[config.mk]
export PLATFORM = sky130hd
export DESIGN_NAME = expr_pipe
export DESIGN_NICKNAME = d
export VERILOG_FILES = /design/src/rtl/expr_pipe_pkg.sv /design/src/rtl/expr_pipe_alu.sv /design/src/rtl/expr_pipe.sv
export SDC_FILE = /design/constraint.sdc
export NUM_CORES = 1
export LEC_CHECK = 0
export ABC_AREA = 1
export CORE_ASPECT_RATIO = 0.75
export CORE_MARGIN = 2
export CORE_UTILIZATION = 60
export DETAILED_ROUTE_END_ITERATION = 6
export PLACE_DENSITY = 0.84
export SKIP_CTS_REPAIR_TIMING = 1
export SLEW_MARGIN = 0
export SYNTH_ARGS = -nofsm -noshare
export SYNTH_HDL_FRONTEND = slang
export SYNTH_HIERARCHICAL = 1
export SYNTH_SLANG_ARGS = --single-unit
[constraint.sdc]
create_clock -name clk -period 6.2 [get_ports clk]
set_input_delay 0.93 -clock clk [delete_from_list [all_inputs] [get_ports clk]]
set_output_delay 0.93 -clock clk [all_outputs]
set_load 0.005 [all_outputs]
[src/rtl/expr_pipe_pkg.sv]
// expr_pipe_pkg: shared opcode encoding and operand helpers for expr_pipe.
// Helpers work on a fixed CW-bit signed container, so W and RW must be
// 32 or less for a full-precision product to fit.
package expr_pipe_pkg;

  localparam int OP_W = 3;
  localparam int CW   = 64;

  typedef enum logic [OP_W-1:0] {
    OP_ADD  = 3'd0,
    OP_SUB  = 3'd1,
    OP_MUL  = 3'd2,
    OP_SHL  = 3'd3,
    OP_SHR  = 3'd4,
    OP_LT   = 3'd5,
    OP_NE   = 3'd6,
    OP_XRED = 3'd7
  } op_e;

  // Widen a w-bit operand held in the low bits of v: sign- or zero-extend.
  function automatic logic signed [CW-1:0] ext(input logic [CW-1:0] v,
                                               input int w, input logic s);
    logic [CW-1:0] m;
    m = {CW{1'b1}} << w;
    if (s && v[w-1]) ext = v | m;
    else             ext = v & ~m;
  endfunction

  // Clamp a full-precision result into the w-bit signed or unsigned range.
  function automatic logic signed [CW-1:0] sat(input logic signed [CW-1:0] v,
                                               input int w, input logic s);
    logic signed [CW-1:0] hi, lo;
    if (s) begin
      hi = (64'sd1 <<< (w - 1)) - 64'sd1;
      lo = -(64'sd1 <<< (w - 1));
    end else begin
      hi = (64'sd1 <<< w) - 64'sd1;
      lo = '0;
    end
    if (v > hi)      sat = hi;
    else if (v < lo) sat = lo;
    else             sat = v;
  endfunction

endpackage

[src/rtl/expr_pipe_alu.sv]
// expr_alu: one combinational channel of expr_pipe.
// Optional build macro EXPR_PIPE_SAT_EN: ADD/SUB/MUL saturate instead of wrap.
module expr_alu
  import expr_pipe_pkg::*;
#(
  parameter int W  = 6,
  parameter int RW = 6
) (
  input  logic [W-1:0]    i_a,
  input  logic [W-1:0]    i_b,
  input  logic            i_sgn,
  input  logic [OP_W-1:0] i_op,
  output logic [RW-1:0]   o_y
);

  localparam int            E      = (W > RW) ? W : RW;
  localparam logic [CW-1:0] E_MASK = ~({CW{1'b1}} << E);
  localparam logic [CW-1:0] RW_LIM = CW'(RW);

  logic signed [CW-1:0] w_a, w_b, w_full;
  logic        [CW-1:0] w_sh;
  logic                 w_unused;

  // Operands are widened once; all arithmetic runs at full precision and
  // is narrowed to RW at the output.
  assign w_a  = ext(CW'(i_a), W, i_sgn);
  assign w_b  = ext(CW'(i_b), W, i_sgn);
  assign w_sh = CW'(i_b);  // shift amount is always unsigned

  // Opcode decode into a full-precision result.
  always_comb begin
    w_full = '0;
    case (op_e'(i_op))
      OP_ADD:  w_full = w_a + w_b;
      OP_SUB:  w_full = w_a - w_b;
      OP_MUL:  w_full = w_a * w_b;
      OP_SHL:  w_full = (w_sh >= RW_LIM) ? '0 : (w_a << w_sh);
      OP_SHR: begin
        if (w_sh >= RW_LIM) w_full = (i_sgn && w_a[CW-1]) ? '1 : '0;
        else                w_full = w_a >>> w_sh;  // zero-extended when unsigned
      end
      OP_LT:   w_full = CW'(w_a < w_b);
      OP_NE:   w_full = CW'(w_a != w_b);
      OP_XRED: w_full = CW'(^((w_a ^ w_b) & E_MASK));
      default: w_full = '0;
    endcase
  end

`ifdef EXPR_PIPE_SAT_EN
  logic signed [CW-1:0] w_sat;
  assign w_sat    = sat(w_full, RW, i_sgn);
  assign o_y      = (i_op inside {OP_ADD, OP_SUB, OP_MUL}) ? w_sat[RW-1:0]
                                                         : w_full[RW-1:0];
  assign w_unused = ^{w_full, w_sat};
`else
  assign o_y      = w_full[RW-1:0];
  assign w_unused = ^w_full;
`endif

endmodule

[src/rtl/expr_pipe.sv]
// expr_pipe: NCH-channel expression evaluator, LAT-deep valid/ready pipeline.
// Stage 1 holds the ALU results; stages 2..LAT are plain registers.
// Optional build macro EXPR_PIPE_SAT_EN (see expr_alu). LAT legal range 1..4.
module expr_pipe
  import expr_pipe_pkg::*;
#(
  parameter int NCH = 6,
  parameter int W   = 6,
  parameter int RW  = 6,
  parameter int LAT = 2
) (
  input  logic                clk,
  input  logic                rst,
  input  logic                in_valid,
  output logic                in_ready,
  input  logic [NCH*W-1:0]    a,
  input  logic [NCH*W-1:0]    b,
  input  logic [NCH-1:0]      sgn,
  input  logic [NCH*OP_W-1:0] op,
  output logic                out_valid,
  input  logic                out_ready,
  output logic [NCH*RW-1:0]   y,
  output logic [15:0]         out_cnt
);

  logic                          w_en;
  logic [NCH-1:0][RW-1:0]        w_res;
  logic [LAT:1]                  r_vld_pipe;
  logic [LAT:1][NCH*RW-1:0]      r_dat_pipe;
  logic [15:0]                   r_cnt;

  for (genvar i = 0; i < NCH; i++) begin : g_ch
    expr_alu #(.W(W), .RW(RW)) u_alu (
      .i_a   (a[i*W +: W]),
      .i_b   (b[i*W +: W]),
      .i_sgn (sgn[i]),
      .i_op  (op[i*OP_W +: OP_W]),
      .o_y   (w_res[i])
    );
  end

  // The whole pipe moves as one: bubbles keep their slot, and a stalled
  // output freezes every stage.
  assign w_en     = !out_valid || out_ready;
  assign in_ready = w_en;

  // Valid and data shift registers.
  always_ff @(posedge clk or posedge rst) begin
    if (rst) begin
      r_vld_pipe <= '0;
      r_dat_pipe <= '0;
    end else if (w_en) begin
      r_vld_pipe[1] <= in_valid;
      r_dat_pipe[1] <= w_res;
      for (int s = 2; s <= LAT; s++) begin
        r_vld_pipe[s] <= r_vld_pipe[s-1];
        r_dat_pipe[s] <= r_dat_pipe[s-1];
      end
    end
  end

  // Completed output handshakes, wrapping at 16 bits.
  always_ff @(posedge clk or posedge rst) begin
    if (rst)                         r_cnt <= '0;
    else if (out_valid && out_ready) r_cnt <= r_cnt + 16'd1;
  end

  assign out_valid = r_vld_pipe[LAT];
  assign y         = r_dat_pipe[LAT];
  assign out_cnt   = r_cnt;

endmodule

Word level (Yosys, flattened, before mapping)
Index checks and enable logic that the tools add are counted.

storage, ports and cells
  register bits after elaboration = 90
  bits of input ports = 100
  output and inout bits = 54
  logic and storage cells = 170

cells by class
  add/subtract/negate cells = 13
  $mul = 6
  magnitude comparators = 12
  equality and inequality tests = 48
  shift operators = 12
  multiplexer cells = 36
  bitwise operators = 6
  reductions and logical operators = 33

operator list
  operator                                                                             count
  64-bit 2-to-1 mux                                                                    12
  64-bit less-than comparator                                                          6
  64-bit by 64-bit multiplier with 6-bit output                                        6
  64-bit != test                                                                       6
  64-bit XOR reduction                                                                 6
  64-bit by 6-bit << shifter with 6-bit output                                         6
  64-bit by 6-bit >>> shifter with 6-bit output                                        6
  6-bit one-hot mux with 8 select lines                                                6
  6-bit 2-to-1 mux                                                                     18
  3-bit == test, second input constant                                                 24
  6-bit adder                                                                          6
  3-bit by 2-bit == test with 1-bit output, second input constant                      12
  6-bit by 3-bit greater-or-equal comparator with 1-bit output, second input constant  6
  6-bit subtractor                                                                     6
  6-bit XOR                                                                            6
  1-bit logical AND                                                                    19
  3-bit by 1-bit == test with 1-bit output, second input constant                      6
  3-bit logical NOT                                                                    6
  16-bit by 1-bit adder with 16-bit output, second input constant                      1
  1-bit logical NOT                                                                    1
  1-bit logical OR                                                                     1

Logic depth before layout (Yosys ltp)
Gate-level depths: netlist of the first run.

  depth after elaboration = 6
  gate-level depth with buffers = 26
  depth with buffers taken out = 25

By module
The synthesis of the first run kept the hierarchy.

modules (own cells, without submodules)
  module                        times used  cells an instance  area each (µm²)  sequential area each (µm²)
  expr_pipe                     1           370                3,839.9          2,252.2
  expr_alu (g_ch[4].u_alu ...)  2           304                1,746.7          0.0
  expr_alu (g_ch[1].u_alu ...)  2           296                1,682.9          0.0
  expr_alu (g_ch[0].u_alu)      1           321                1,783.0          0.0
  expr_alu (g_ch[3].u_alu)      1           305                1,712.9          0.0

Worst setup path after synthesis of the first run
Ideal clock, no wire load.

  path type = input -> register
  from = input port b[7]
  to = register r_dat_pipe[11] in the netlist's numbering
  arrival time = 3,946 ps
  path slack = 2,126 ps
  stages = 25
  buffers on the path = 2
  path through = buf_6 -> clkbuf_1 -> nand2_1 -> fa_1 -> inv_1 -> ha_1 -> inv_1 -> fa_1 -> inv_1 -> ha_1 -> inv_1 -> nand2_1 -> nand2_1 -> nand2_1 -> nand2_1 -> inv_1 -> nand2_1 -> nand2_1 -> inv_1 -> nand2_1 -> nand2_1 -> nand2_1 -> nand3_1 -> a21oi_1 -> mux2_1

RTL lines
  element                          RTL line         text
  from (decl)                      expr_pipe.sv:17  input logic [NCH*W-1:0] b,
  to (signal, indexed assignment)  expr_pipe.sv:57  r_dat_pipe[s] <= r_dat_pipe[s-1];
  to (decl)                        expr_pipe.sv:29  logic [LAT:1][NCH*RW-1:0] r_dat_pipe;

==> impl_metrics.tcl, run 1 <==
set metrics [dict create \
    multi_input_area_sq_um 9930 \
    peakVddDrop_v 0.000144 \
    maxCapViolCount 0 \
    via_count 14485 \
    antenna_found_initial 0 \
    clock_tree.root_cell "sky130_fd_sc_hd__clkbuf_16" \
    period_share_pct 74.9 \
    crit_arrival_ps 4870 \
    grt_setup_unrepaired "false" \
    n_fill_cell 2036 \
    synth_seq_area_share_pct 15.9 \
    path_class "input port to register" \
    postLayoutCellArea_sq_um 16000 \
    run_status "complete, no violations" \
    hp-start "r_dat_pipe[3]" \
    postSynth.asyncResetShare_pct 100 \
    critical_path.startpoint "a[2]" \
    pin_count 154 \
    slew_headroom_pct 42.7 \
    yosys.cell_types.count 50 \
    slew_viol_final 0 \
    synthesis.area_sq_um 14200 \
    clk_pin_slew_ps 60 \
    worst_slew_pin_slew_ps 859 \
    antenna_cells_inserted 0 \
    postPlaceCellArea_sq_um 15600 \
    dieHeight_um 137 \
    num-nets-final 2573 \
    worstPathRequired_ps 6420 \
    critPathCaptureType "register" \
    fin_cells 2597 \
    dpl.hpwl_mm 32.1 \
    hp-class "register to register" \
    critPathMaxFanout 9 \
    grt_start_max_net_pins 91 \
    layout_commonest_cell "sky130_fd_sc_hd__nand2_1" \
    tritoncts "yes" \
    leakage_nw 8.47 \
    tritoncts_num_sinks 90 \
    synth.avg_cell_area_sq_um 6.46 \
    numCtsBuffers 9 \
    initial_core_util_pct 61.4 \
    yosys_register_bits 90 \
    vias_per_cell 5.58 \
    floorplan.die.width_um 182 \
    reg2reg_from "r_vld_pipe[2]" \
    clk_path_buf_depth 2 \
    most-common-layout-cells "619 x sky130_fd_sc_hd__nand2_1, 331 x sky130_fd_sc_hd__inv_1, 167 x sky130_fd_sc_hd__nor2_1, 153 x sky130_fd_sc_hd__clkdlybuf4s50_1, 151 x sky130_fd_sc_hd__ha_1" \
    grt_pass1_vias 13020 \
    fin_tns_setup_ps 0 \
    ordered_list_of_cells_on_the_worst_path "clkdlybuf4s50_1 > ha_1 > inv_1 > fa_1 > inv_1 > ha_1 > inv_1 > fa_1 > inv_1 > ha_1 > nand2_1 > inv_1 > nor2_1 > nand2_1 > nand2_1 > nand2_1 > nand2_1 > inv_1 > nand3_1 > nand2_1 > nand2_1 > nand3_2 > mux2_1" \
    die_area_sq_um 24900 \
    timing.hold.worst_path_depth 1 \
    numPortBuffers 153 \
    dp.cells 2581 \
    synth_top_area_share_pct 16.4 \
    drt_iter0_drc 1423 \
    postSynthCellCount 2196 \
    setup_viol 0 \
    cpMostUsedCell "sky130_fd_sc_hd__nand2_1" \
    cts_htree_levels 3 \
    synth_top_area_cell "sky130_fd_sc_hd__nand2_1" \
    timing.fmax_mhz 215 \
    grt_use_total_pct 32.0 \
    yosys_warnings 6 \
    cellPowerDensity_nw_per_um2 178 \
    first_pass_iters 5 \
    routed_wirelength_mm 39.9 \
    post_synth_main_area_contributors "sky130_fd_sc_hd__nand2_1 16%, sky130_fd_sc_hd__dfrtp_1 16%, sky130_fd_sc_hd__ha_1 13%, sky130_fd_sc_hd__inv_1 8.8%, sky130_fd_sc_hd__nor2_1 4.4%" \
    synth_edf_count 0 \
    antenna_left 0 \
    wl_per_cell_um 15.4 \
    critPathMaxStageDelay_ps 740 \
    grt_first_pass_wirelength_mm 65.1 \
    worstSetupStartpointType "input port" \
    syn-num-nets 2477 \
    fp-row-count 48 \
    core_region_area_sq_um 23100 \
    report.final.hold_viol_count 0 \
    place_congestion 1.00 \
    overflow 0 \
    cell_at_the_slowest_stage_of_the_critical_path "sky130_fd_sc_hd__clkdlybuf4s50_1" \
    area.growth.synth_to_final_pct 12.4 \
    post-route-drc-count 0 \
    finalWorstPathRequiredPeriod_ps 4640 \
    sequential_cell_area_sq_um 2250 \
    clock_skew_ps 11.8 \
    synth-main-ff-cell "sky130_fd_sc_hd__dfrtp_1" \
    worst_r2r_path_depth 3 \
    share_of_cells_above_drive_strength_1_pct 7.01 \
    worstSkewPairLatency_ps 360 \
]
[cell families (layout without fill, tap and decap cells)]
logic type,after synthesis,after routing,share of synthesized area [%]
buffers and inverters,460,561,14.2
xor gates and xnor gates,72,72,4.44
DFF,90,90,15.9
and+or+nand+nor,1034,1034,32.0
muxes,30,30,2.38
adders and majority gates,181,181,17.5
AOI/OAI and AO/OA,329,329,13.5
[state kept, by name, indices dropped and copies added, names as in the netlist]
register / count
out_cnt: 16
r_dat_pipe: 36
y: 36
r_vld_pipe: 2
[cells in the mapped netlist (all sizes together), types with 4 or more instances]
master / n
clkbuf: 6
a21oi: 97
clkinv: 6
or2: 20
nand4: 21
o21ai: 158
dfrtp: 90
o211ai: 18
xnor2: 31
fa: 30
nand2: 630
nand3b: 5
o2111ai: 20
nand3: 125
inv: 374
a22oi: 4
buf: 74
o22ai: 8
ha: 151
xor2: 41
mux2: 30
a31oi: 7
nor2: 201
nor3: 31
a211oi: 5
[area by class of cell]
cell class | instances | area share, %
Tap cell | 300 | 2.35
Clock buffer | 9 | 1.41
Inverter | 380 | 8.97
Sequential cell | 90 | 14.1
Multi-Input combinational cell | 1646 | 62.2
Timing Repair Buffer | 165 | 10.2
Clock inverter | 7 | 0.776
[power by group]
group	switching [mW]	internal, mW
clock network	0.246	0.398
logic	0.790	0.601
registers	0.0887	0.715
[worst max-delay path: cells and delay by family]
kind	cells	cell delay (ps)
AND/OR/NAND/NOR	10	780
multiplexers	1	310
adder cells (fa/ha/maj)	5	1810
buffers and inverters	7	1050
[final timing paths]
kind | slack, ps | endpoint
worst max-delay path | 1560 | r_dat_pipe[5]
worst min-delay path | 490 | r_dat_pipe[3]
worst max register to register | 4180 | r_dat_pipe[5]
worst min register to register | 490 | r_dat_pipe[3]
max in group asynchronous | 4180 | y[18]
min in group asynchronous | 930 | y[6]
[layer usage]
metal,vias up,global-route usage [%],wire length [um]
met1,6587,48.2,18800
met4,0,5.60,480
li1,7184,-,-
met3,49,4.92,3720
met5,-,0,0
met2,665,49.0,16900
[metrics by stage]
step	util [%]	setup WS, ps	total power [mW]	hold WS (ps)
2_1_floorplan	-	2130	1.74	420
3_3_place_gp	67.5	1420	2.14	426
3_5_place_dp	67.5	1240	2.18	470
4_1_cts	69.0	1610	2.84	487
5_1_grt	69.0	1330	3.05	498
6_report	69.0	1560	2.84	488
Power figures use the tool's default switching activity.
==> run 2, diff against run 1 <==
--- a/config.mk
+++ b/config.mk
@@ -8,9 +8,9 @@
 export ABC_AREA = 1
 export CORE_ASPECT_RATIO = 0.75
 export CORE_MARGIN = 2
-export CORE_UTILIZATION = 60
+export CORE_UTILIZATION = 59
 export DETAILED_ROUTE_END_ITERATION = 6
-export PLACE_DENSITY = 0.84
+export PLACE_DENSITY = 0.83
 export SKIP_CTS_REPAIR_TIMING = 1
 export SLEW_MARGIN = 0
 export SYNTH_ARGS = -nofsm -noshare
==> constraint.sdc (replaced) <==
create_clock -name clk -period 4.6 [get_ports clk]
set_input_delay 0.69 -clock clk [delete_from_list [all_inputs] [get_ports clk]]
set_output_delay 0.69 -clock clk [all_outputs]
set_load 0.005 [all_outputs]
==> run 2 against run 1 <==
Worst setup slack got worse by 1000 ps. Clock skew shrank 2.4 ps. First-iteration DRC count rose by 9.1%. Wire length up 0.41%. Die area is 1.7% higher. Register-to-register slack got worse by 1700 ps. Critical path depth shrank 4.
==> impl_metrics.tcl, run 2 (synthesized netlist as in run 1, its figures left out) <==
set metrics [dict create \
    num-nets-final 2608 \
    hp-class "register to register" \
    timing.fmax_mhz 247 \
    first_pass_iters 6 \
    most-common-layout-cells "619 x sky130_fd_sc_hd__nand2_1, 331 x sky130_fd_sc_hd__inv_1, 167 x sky130_fd_sc_hd__nor2_1, 153 x sky130_fd_sc_hd__clkdlybuf4s50_1, 151 x sky130_fd_sc_hd__ha_1" \
    crit_arrival_ps 4290 \
    post-route-drc-count 0 \
    numPortBuffers 153 \
    grt_setup_unrepaired "false" \
    slew_viol_final 0 \
    setup_viol 0 \
    via_count 14581 \
    grtUsageMet1_pct 48.9 \
    period_share_pct 88.0 \
    grt_first_pass_wirelength_mm 66.5 \
    overflow 0 \
    fp-row-count 49 \
    postPlaceCellArea_sq_um 15900 \
    maxCapViolCount 0 \
    rrSetupSlack_ps 2520 \
    die_area_sq_um 25300 \
    run_status "complete, no violations" \
    clk_path_buf_depth 2 \
    grt-busiest-layer "met1" \
    fin_worst_hold_slack_ps 453 \
    area.growth.synth_to_final_pct 13.9 \
    design_power_total_mw 3.71 \
    worstSetupStartpointType "input port" \
    place_congestion 0.971 \
    finalWorstPathRequiredPeriod_ps 4050 \
    clock_tree.root_cell "sky130_fd_sc_hd__clkbuf_16" \
    numCtsBuffers 9 \
    antenna_found_initial 0 \
    critical_path.startpoint "b[2]" \
    clock_skew_ps 9.43 \
    floorplan.die.width_um 183 \
    cellPowerDensity_nw_per_um2 230 \
    wl_per_cell_um 15.2 \
    report.final.hold_viol_count 0 \
    global_route.usage.met2_pct 48.4 \
    layout_commonest_cell "sky130_fd_sc_hd__nand2_1" \
    vias_per_cell 5.53 \
    worstPathRequired_ps 4840 \
    clk_pin_slew_ps 70 \
    cts_htree_levels 3 \
    reg2reg_from "r_vld_pipe[2]" \
    fin_util_pct 68.0 \
    core_region_area_sq_um 23800 \
    pin_count 154 \
    slew_headroom_pct 43.4 \
    fin_tns_setup_ps 0 \
    tritoncts_num_sinks 90 \
    hp-start "r_vld_pipe[1]" \
    antenna_left 0 \
    multi_input_area_sq_um 9930 \
    antenna_cells_inserted 0 \
    initial_core_util_pct 59.7 \
    groute.layer.met3.usage_pct 3.93 \
    worstSkewPairLatency_ps 350 \
    sequential_cell_area_sq_um 2250 \
    leakage_nw 8.62 \
    dieHeight_um 138 \
    grt_use_total_pct 31.8 \
    routed_wirelength_mm 40.1 \
    drt_iter0_drc 1553 \
    critPathCaptureType "register" \
    path_class "input port to register" \
    grt_start_max_net_pins 74 \
    worst_slew_pin_slew_ps 849 \
    grt_pass1_vias 13528 \
    share_of_cells_above_drive_strength_1_pct 8.40 \
    n_fill_cell 2094 \
    critPathMaxFanout 2 \
    tritoncts "yes" \
    dpl.hpwl_mm 32.9 \
    peakVddDrop_v 0.000159 \
    postLayoutCellArea_sq_um 16200 \
]
[run 2: worst paths after layout]
| kind | end | cells after the start |
|---|---|---|
| max | r_dat_pipe[5] | 19 |
| min | r_vld_pipe[2] | 2 |
| max reg2reg | r_dat_pipe[1] | 3 |
| min reg2reg | r_vld_pipe[2] | 2 |
| max in group asynchronous | y[26] | 3 |
| min in group asynchronous | y[0] | 2 |
[run 2: final cells by class]
class / instances / area share [%]
well taps: 306 / 2.37
clock inverters: 7 / 0.418
multi-input cells: 1646 / 61.4
flip-flops and latches: 90 / 13.9
inverters: 380 / 8.85
clock buffers: 9 / 1.39
repair buffers: 200 / 11.7
[run 2: per-stage QoR]
stage / instances / setup WS, ps
floorplan: 2196 / 766
CTS: 2638 / 579
global placement: 2622 / 312
finish: 2638 / 550
global route: 2638 / 395
detailed placement: 2622 / 216
[run 2: power by group]
part	total (mW)	internal (mW)	switching, mW
Clock	0.745	0.381	0.363
Combinational	1.89	0.827	1.07
Sequential	1.08	0.963	0.113
[run 2: routing by layer]
metal	vias to the layer above	wire [um]
met5	-	0
met4	0	431
met3	40	3510
met2	655	16800
met1	6637	19300
li1	7249	-
[run 2: worst max-delay path, cell delays in order]
cell                              delay [ps]
sky130_fd_sc_hd__clkdlybuf4s50_1         520
sky130_fd_sc_hd__ha_1                    160
sky130_fd_sc_hd__inv_1                    50
sky130_fd_sc_hd__fa_1                    530
sky130_fd_sc_hd__inv_1                    40
sky130_fd_sc_hd__ha_1                    270
sky130_fd_sc_hd__inv_1                    50
sky130_fd_sc_hd__fa_1                    530
sky130_fd_sc_hd__inv_1                    40
sky130_fd_sc_hd__ha_1                    300
sky130_fd_sc_hd__ha_1                    220
sky130_fd_sc_hd__nand3b_1                180
sky130_fd_sc_hd__nand3_1                 110
sky130_fd_sc_hd__nand2_1                  60
sky130_fd_sc_hd__nand2_1                  60
sky130_fd_sc_hd__nand2_1                  50
sky130_fd_sc_hd__nand2_1                  60
sky130_fd_sc_hd__nand3_2                  60
sky130_fd_sc_hd__mux2_1                  290
==> RTL edit 1, RTL diff (config.mk and constraints of run 2) <==
`LAT`: 2 -> 4. Comments in the files are not updated.
--- a/src/rtl/expr_pipe.sv
+++ b/src/rtl/expr_pipe.sv
@@ -7,7 +7,7 @@
   parameter int NCH = 6,
   parameter int W   = 6,
   parameter int RW  = 6,
-  parameter int LAT = 2
+  parameter int LAT = 4
 ) (
   input  logic                clk,
   input  logic                rst,
Function: not settled (the Yosys comparison gave no result); the edit may change what the design does.
==> RTL edit 1 against run 2 <==
- the flow now finishes with violations (DRC)
- clock skew increased by 1.6 ps
- worst setup slack got worse by 48 ps
- via count increased by 9.5%
- wire length increased by 11%
- power increased by 83%
- sequential share of layout area increased by 7.1 points
- sequential power increased by 120%
- sequential cell count increased by 74
- core utilization decreased by 0.40 points
- die area increased by 21%
- critical path depth increased by 3
- area after synthesis increased by 22%
- design area increased by 21%
- highest routed layer unchanged
==> RTL edit 1: results (changes against run 2) <==
| Metric | Value |
|---|---|
| Synth cell types | 51 (+2.0%) |
| GRT Total Usage | 29.7% (-2.1 points) |
| Crit. Startpoint | a[20] |
| HP Start | r_dat_pipe[38]$_DFFE_PP0P_ |
| Max H-tree Level | 4 (+1) |
| Maximum VDD drop | 0.257 mV (+61%) |
| Worst R2R Setup Slack | 2630 ps (+110 ps) |
| Dpl hpwl | 35,500 um (+8.0%) |
| Syn Nets | 2,705 (+9.2%) |
| Vias in the first global route | 15,300 (+13%) |
| Initial DRC Count | 1,302 (-16%) |
| Mapped Avg Cell Area | 7.13 um^2 (+10%) |
| Seq/Total Area, Yosys | 23.8% (+7.9 points) |
| Status | finished with violations |
| DRC viols | 2 (+2) |
| Pre-CTS setup slack | 38.1 ps (-177 ps) |
| WHS | 480 ps (+27.5 ps) |
| Failing checks | DRC |
| Placed cell count | 2,920 (+11%) |
| DR vias | 16,000 (+9.5%) |
| Worst-Margin Slew | 955 ps (+106 ps) |
| End of the worst hold path | r_dat_pipe[74]$_DFFE_PP0P_ |
| Final #Nets | 2,828 (+8.4%) |
| Register area | 0.00410 mm^2 (+82%) |
| Largest net degree at the start of global routing | 165 (+120%) |
| Vias/cell | 5.41 (-2.1%) |
| RR Endpoint | y[24]$_DFFE_PP0P_ |
| Synth cell count leaders | nand2_1, inv_1, nor2_1, dfrtp_1, ha_1 |
## RTL edit 1: layout make-up
| type | count | area share [%] |
|---|---|---|
| Multi-Input combinational cell | 1763 | 55.9 |
| Sequential cell | 164 | 21.0 |
| Timing Repair Buffer | 202 | 9.85 |
| Inverter | 399 | 7.70 |
| Tap cell | 392 | 2.51 |
| Clock buffer | 17 | 2.18 |
| Clock inverter | 14 | 0.832 |
## RTL edit 1: how the worst max path moves through the flow
stage,slack [ps],endpoint,cells after the start
3_5_place_dp,40,r_dat_pipe[23]$_DFFE_PP0P_,22
2_1_floorplan,800,r_dat_pipe[17]$_DFFE_PP0P_,25
6_report,500,r_dat_pipe[23]$_DFFE_PP0P_,22
5_1_grt,300,r_dat_pipe[23]$_DFFE_PP0P_,22
3_3_place_gp,190,r_dat_pipe[23]$_DFFE_PP0P_,22
4_1_cts,510,r_dat_pipe[23]$_DFFE_PP0P_,22
## RTL edit 1: kinds of logic after synthesis
family	after synthesis	synth area share, %
buf+inv	497	13.0
compound gates	386	13.9
fa+ha+maj	181	14.4
flops	164	23.8
mux	42	3.65
simple gates	1079	27.4
xor+xnor	75	3.80
## RTL edit 1: power by group
| part | switching, mW | internal, mW | leakage, nW |
|---|---|---|---|
| Sequential | 0.338 | 2.04 | 2.04 |
| Combinational | 1.61 | 1.42 | 7.84 |
| Clock | 0.675 | 0.727 | 0.281 |
| Total | 2.62 | 4.19 | 10.2 |
## RTL edit 1: metal layers
layer / part of all wire (%) / track usage, % / up-vias
met4: 1.0 / 5.22 / 0
met5: 0 / 0 / -
met1: 48 / 44.3 / 7395
met3: 8.3 / 5.95 / 35
li1: - / - / 7958
met2: 43 / 45.0 / 582
## RTL edit 1: tightest hold or removal path: cells and delay by family, from the launching register on
kind,cells,cell delay [ps]
compound gates,1,60
flops,1,340
simple gates,1,50
==> RTL edit 2, RTL diff (config.mk and constraints of run 2) <==
Made on the original files. Remove the case item `OP_ADD` of the case on `op_e'(i_op)`.
--- a/src/rtl/expr_pipe_alu.sv
+++ b/src/rtl/expr_pipe_alu.sv
@@ -31,7 +31,6 @@
   always_comb begin
     w_full = '0;
     case (op_e'(i_op))
-      OP_ADD:  w_full = w_a + w_b;
       OP_SUB:  w_full = w_a - w_b;
       OP_MUL:  w_full = w_a * w_b;
       OP_SHL:  w_full = (w_sh >= RW_LIM) ? '0 : (w_a << w_sh);
Check against the original RTL: not settled (the Yosys comparison gave no result); the edit may change what the design does.
==> RTL edit 2 against run 2 <==
- register-to-register slack got worse by 30 ps
- sequential cell count did not move
- wire length fell by 8.9%
- critical path depth rose by 2
- sequential power fell by 5%
- power fell by 10%
- design area fell by 6.5%
- maximum frequency fell by 1.7%
- worst setup slack got worse by 71 ps
- area after synthesis fell by 7.5%
- critical path type unchanged
- largest cell class unchanged
==> RTL edit 2: results (changes against run 2) <==
| Metric | Value |
|---|---|
| Status | completed |
| Mapped Avg Cell Area | 6.46 um^2 (about the same) |
| Final #Nets | 2,427 (-6.9%) |
| Synth area leaders | nand2_1, dfrtp_1, ha_1, inv_1, nand3_1 |
| Worst EP arrival | 4360 ps (+70 ps) |
| Met1 usage | 46.3% (-2.6 points) |
| Leakage | 8.25 nW (-4.3%) |
| Worst R2R Setup Slack | 2490 ps (-30 ps) |
| Worst-Margin Slew | 771 ps (-78.2 ps) |
| Maximum VDD drop | 0.174 mV (+9.1%) |
| Fill cells | 1,941 (-7.3%) |
| Synth cell count leaders | nand2_1, inv_1, nand3_1, ha_1, nor2_1 |
| Global-route track usage on met2 | 48.4% (about the same) |
| GP Congestion | 0.994 (+2.4%) |
| RR Endpoint | r_dat_pipe[4]$_DFFE_PP0P_ |
| Met1 wire length | 16,700 um (-13%) |
| Vias/cell | 5.58 (+0.96%) |
| Crit path largest cell delay | 580 ps (+50 ps) |
| Fin. max-slew vios | 0 (unchanged) |
| Final Non-Filler Cells | 2,463 (-6.6%) |
| Initial DRC Count | 1,798 (+16%) |
| Mux contribution to synthesized area | 2.57% (+0.19 points) |
| Fmax | 243 MHz (-1.7%) |
| Crit. Startpoint | b[6] |
| Largest net degree at the start of global routing | 66 (-11%) |
| WHS | 459 ps (+5.94 ps) |
| Synth cell types | 48 (-4.0%) |
| Total Wirelength | 36,500 um (-8.9%) |
| Crit-path max FO | 6 (+4) |
| Global-route wire length before repair | 60,700 um (-8.7%) |
| Dpl hpwl | 29,800 um (-9.3%) |
| Worst Skew | 5.82 ps (-3.61 ps) |
| Highest Signal Layer | met4 |
| Seq/Total Area, Yosys | 17.2% (+1.3 points) |
| Met3 Usage GRT | 5.99% (+2.1 points) |
| Slowest-stage cell, CP | clkdlybuf4s50_1 |
| Met2 Wirelength | 15,500 um (-8.0%) |
| Syn Nets | 2,295 (-7.3%) |
| Layout cells sized above 1 | 7.24% (-1.2 points) |
| Routed wl met3 | 3690 um (+5.3%) |
| Placed instance area | 0.0148 mm^2 (-6.7%) |
| Synth Area in XOR/XNOR | 1.40% (-3.0 points) |
| Worst setup endpoint | r_dat_pipe[11]$_DFFE_PP0P_ |
| Vias in the first global route | 12,900 (-5.0%) |
| Synth Area in Adders | 17.3% (-0.28 points) |
| GRT Total Usage | 31.5% (-0.27 points) |
| HP Start | r_vld_pipe[1]$_DFFE_PP0P_ |
| Pre-CTS setup slack | 131 ps (-84.5 ps) |
| Synth Area in Compound Gates | 11.4% (-2.1 points) |
## RTL edit 2: cell types whose count changed after synthesis, moves of 14 or more
cell	run 2	this run
xnor2_1	31	7
nand3_1	122	195
nor2_1	167	96
a21oi_1	86	68
inv_1	332	315
o2111ai_1	20	6
ha_1	151	133
inv_2	42	15
nand4_1	21	36
o21ai_1	31	17
xor2_1	41	14
o21ai_0	123	85
## RTL edit 2: final cells by class
class	count	area (um^2)	area share, %
tap	294	368	2.43
clock buffer	12	267	1.76
inverter	337	1270	8.42
multi-input combinational	1522	9010	59.6
clock inverter	4	33.8	0.223
sequential	90	2250	14.9
timing repair buffer	204	1910	12.7
## RTL edit 2: power breakdown
group          switching, mW  leakage [nW]  total (mW)  internal [mW]
Clock                  0.322         0.145       0.737          0.415
Sequential            0.0991          1.17        1.03          0.927
Combinational          0.876          6.94        1.57          0.691
